==> src/rtl/counter_seq_checker_sat_counter.sv <==
// sat_counter
//   Saturating up-counter: increments on inc, sticks at all-ones, and
//   clears synchronously on clr or reset (clr wins over inc).
//   Ports:
//     clk   in  : clock, rising edge
//     reset in  : synchronous active-high reset
//     inc   in  : increment request
//     clr   in  : synchronous clear
//     q     out : registered count, W bits
module sat_counter #(
  parameter int W = 8
) (
  input  logic         clk,
  input  logic         reset,
  input  logic         inc,
  input  logic         clr,
  output logic [W-1:0] q
);

  logic [W-1:0] q_q;
  logic [W-1:0] q_d;

  always_comb begin
    q_d = q_q;
    if (clr) begin
      q_d = '0;
    end else if (inc && (q_q != {W{1'b1}})) begin
      q_d = q_q + W'(1);
    end
  end

  always_ff @(posedge clk) begin
    if (reset) begin
      q_q <= '0;
    end else begin
      q_q <= q_d;
    end
  end

  assign q = q_q;

endmodule

==> config.mk <==
export PLATFORM = sky130hd
export DESIGN_NAME = sat_counter
export DESIGN_NICKNAME = d
export VERILOG_FILES = /design/src/rtl/counter_seq_checker_sat_counter.sv
export SDC_FILE = /design/constraint.sdc
export NUM_CORES = 1
export LEC_CHECK = 0
export CORE_AREA = 2 2 39 41
export DETAILED_ROUTE_END_ITERATION = 10
export DIE_AREA = 0 0 41 43
export REMOVE_ABC_BUFFERS = 1
export SLEW_MARGIN = 20
export SYNTH_ARGS = -nofsm -noshare
export SYNTH_HDL_FRONTEND = slang
export SYNTH_SLANG_ARGS = --single-unit
export TNS_END_PERCENT = 10
==> constraint.sdc <==
create_clock -name clk -period 1.25 [get_ports clk]
set_clock_uncertainty 0.05 [all_clocks]
set_input_delay 0.375 -clock clk [delete_from_list [all_inputs] [get_ports clk]]
set_output_delay 0.375 -clock clk [all_outputs]
set_load 0.05 [all_outputs]
======== Word-level counts from Yosys, hierarchy flattened ========
Cells that the tools add are included.
cells by class
  equality and inequality tests ........... 1
  add/subtract/negate cells ............... 1
  reduce and logical (&&, ||, !) cells .... 2
operators by type and width
  cell                                          number
  adder 8 x 1 -> 8 bit (second input constant)  1
  != test 8 bit (second input constant)         1
  OR reduction 2 bit                            1
  logical AND 1 bit                             1
word-level totals
  output and inout port bits .............. 8
  flip-flop bits (word level) ............. 8
  word-level logic and storage cells ...... 5
  input bits .............................. 4

======== Depth between registers and ports, before layout ========
Gate-level depths: netlist (run 1).
  depth after elaboration ................. 2
  depth in mapped cells ................... 4
  gate-level depth less buffers ........... 4

======== Worst setup path after synthesis (run 1) ========
No wires, ideal clock.
  path kind ............................... register to register
  start ................................... register q_q[0], in the netlist q[0]
  end ..................................... register q_q[6], in the netlist q[6]
  slack ................................... -554 ps
  arrival ................................. 1639 ps
  clock period less this slack ............ 1804 ps
  path buffers ............................ 0
  data required time ...................... 1085 ps
  setup time .............................. 115 ps
  cell stages (with the launch flop) ...... 5
  cell sequence ........................... dfxtp_1 > ha_1 > nand3_1 > or4_1 > and3_1
on the way
  longest elaborated chain between the ends .. 2
  elaborated cells on any way between the ends .. 3
  those cells by class .................... 1 x add/sub; 1 x eq/ne; 1 x reduce/logical
ends and longest elaborated chain
  what                                                          RTL line  RTL
  start: declaration                                            20        logic [W-1:0] q_q;
  start signal: assignment                                      36        q_q <= q_d;
  branches (longest 2 deep; another with adder 8 x 1 -> 8 bit)  n/a
Parallel ways; which one is timed is not known.
A chain may end at the register's enable or synchronous reset.

======== Worst setup path after layout (run 1) ========
  start ................................... register q_q[3], in the netlist q[3]
  end ..................................... output q[3]
RTL lines
  what              RTL line  RTL
  end: declaration  17        output logic [W-1:0] q
No word-level cell between the ends.

==> results of run 1 <==
## what timing repair did
item / 4_1_cts / 5_1_grt
setup endpoints to repair: 15 / 16
buffers inserted: 2 / 4
resized for setup: 24 / 9
pin swaps: 3 / 3
hold buffers: 0 / 0
hold endpoints to repair: 0 / 0
## stage by stage
step | total power [mW] | hold WS, ns
after floorplan | 0.285 | 0.389
after global placement | 0.325 | 0.543
after detailed placement | 0.325 | 0.559
after CTS | 0.551 | 0.555
after global routing | 0.573 | 0.514
final | 0.542 | 0.487
## area by class of cell
cell class	instances	area, um2	share of cell area
sequential	8	175	0.193
multi-input combinational	37	318	0.349
clock buffer	3	22.5	0.0248
tap	16	20.0	0.0220
inverter	1	3.75	0.00413
timing repair buffer	31	370	0.407
## report_power, final
| group | switching [mW] | leakage (nW) | internal, mW |
|---|---|---|---|
| sequential | 0.00271 | 0.0692 | 0.253 |
| combinational | 0.0321 | 0.296 | 0.0341 |
| clock | 0.109 | 0.0138 | 0.111 |
## synthesized netlist by cell type
cell type  n  area share
dfxtp_1    8        0.37
nand2_1    6       0.052
a21oi_1    4       0.046
mux2i_1    4       0.092
and3_1     3       0.043
or3_1      3       0.043
a21boi_1   2       0.034
and4_1     2       0.040
nand3_1    2       0.023
nand4_1    2       0.029
a2111oi_4  1       0.063
a21boi_2   1       0.026
a31oi_1    1       0.014
and3b_1    1       0.020
buf_4      1       0.017
ha_1       1       0.029
inv_1      1      0.0086
nor2_1     1      0.0086
nor4_1     1       0.014
o21ai_0    1       0.011
or4_1      1       0.017
## per-layer routing
layer / global-route usage / vias up / wire length [um]
met1: 0.223 / 237 / 555
met4: 0.120 / 0 / 41
li1: - / 248 / -
met5: 0 / - / 0
met3: 0.0942 / 4 / 54
met2: 0.281 / 9 / 716
## worst reg2reg max path, cell delays in order (launching register included)
cell,delay (ns)
dfxtp_2,0.36
ha_4,0.15
nand3_2,0.07
or4_1,0.39
and3_1,0.17
## kinds of logic after synthesis
kind of cell,count (synthesis),share of synthesized area
buffers and inverters,2,0.0259
adder cells (fa/ha/maj),1,0.0287
multiplexers,4,0.0920
flip-flops,8,0.368
AO/OA/AOI/OAI,10,0.195
AND/OR/NAND/NOR,22,0.290
## worst paths after layout
kind	end	slack [ns]	cells past startpoint
worst max-delay path	q[3]	-0.06	2
worst min-delay path	q[5]$_SDFFE_PP0P_	0.49	3
worst min register to register	q[0]$_SDFFE_PP0P_	0.55	3
worst max register to register	q[6]$_SDFFE_PP0P_	-0.02	4
## cells in the final DEF (no fill, tap or decap)
cell type / instances
nor4_1: 1
a21oi_1: 3
buf_4: 13
buf_12: 8
inv_1: 1
dlygate4sd2_1: 1
clkbuf_4: 3
dfxtp_4: 2
dfxtp_2: 6
mux2i_1: 4
o21ai_0: 1
a21oi_2: 1
nand3_2: 1
a2111oi_4: 1
nor2_4: 1
a21boi_1: 1
nand2_1: 6
a31oi_2: 1
nand4_1: 2
ha_4: 1
and3_4: 2
and4_4: 2
nand3_1: 1
buf_6: 7
and3b_1: 1
or4_1: 1
a21boi_2: 2
or3_1: 3
and3_1: 1
dlymetal6s2s_1: 2
==> results.toml, run 1 <==
[synth]
syn_area_um2 = 435
synth_warnings = 0
ys_seq_elements = 8
ys_seq_area_frac = 0.368
syn_inst = 47
synth_cell_type_count = 21
avgSynthCellArea_um2 = 9.26

[placed_design]
place_hpwl_um = 873
dpl_cell_area_um2 = 743
place_inst = 87
place_ws_ns = -0.502
io_buffers = 11
gp_congestion = 0.768

[drt]
drt-total-wl_mm = 1.37
drtIter0Drc = 15
viasPerCell = 5.19
drt-pass1-iter-count = 3
vias = 498
ant_nets = 0
drcViolationCount = 0
post_drt_wl_per_cell_um = 14.2

[cells_and_area]
final-instance-count-excl-fill = 96
utilization = 0.657
syn_to_final_growth_pct = 109
n_antenna_cell = 0
fillerInstances = 104
drive_gt1_frac = 0.638
stdcell_area_um2 = 910
largest_register_ffs = 8
fin_nets = 87

[job]
cap_violations = 0

[clock_tree]
clk_pin_slew_ns = 0.07
htreeDepth = 1
cts_tree = "yes"
clock_path_buffers = 2
clockRootBuffer = "clkbuf_4"
numCtsBuffers = 3
clock-sinks = 8
insertion_delay_ns = 0.28

[global_routing]
grt_overflow = 0
grtUsageTotal = 0.196
grt_max_degree = 8
grt_pass1_wl_mm = 2.19
grt_pass1_vias = 502
antenna_found_initial = 0

[sta]
slew_violations = 0
layout_setup_ws_ns = -0.0602
clock.fmax_ghz = 0.763
tightest_slew_ns = 0.229
setup_viol = 10
min_period_over_period = 1.05
finalSetupTns_ns = -0.307
hold_violations = 0
rsz0062_at_grt = "true"
fin_crit_ns = 1.31
relSlewSlack = 0.847

[pwr]
leakagePower_nw = 0.379
p_per_area_nw_per_um2 = 596
ir_drop_mv = 0.386

[critical_path]
crit_path_start = "q[3]$_SDFFE_PP0P_"
crit_family = "flip-flops"
reg2reg_from = "q[1]$_SDFFE_PP0P_"
critical_path.cell_chain = "buf_6 > buf_12"
slowest_stage = "dfxtp_2"
cp_num_buf_inv = 2
crit_type = "register to output port"
crit_path_end_kind = "output port"
crit_fanout = 3
cp.arrival_ns = 0.89
critPathMaxStageDelay_ns = 0.36
start_kind = "register"
cp.required_ns = 0.83

[floorplan]
core_area_um2 = 1380
die-area_um2 = 1760
start_util = 0.315
io_pins = 12
die_h_um = 43
row_count = 14
fp.dieW_um = 41

[status]
failed_checks = "setup timing"
status = "complete, but fails checks"

[worst_hold_path]
min_path_type = "primary input to register"
hold_start = "reset"
Power figures use the tool's default switching activity.
==> inputs of run 2 (changes only) <==
SLEW_MARGIN = 40   (was 20)
==> results of run 2 <==
No change in the layout: final DEF, timing and power equal those of run 1.
==> inputs of run 3 (changes only) <==
CAP_MARGIN = 15   (was not set)
==> results of run 3 <==
No change in the layout: final DEF, timing and power equal those of run 1.
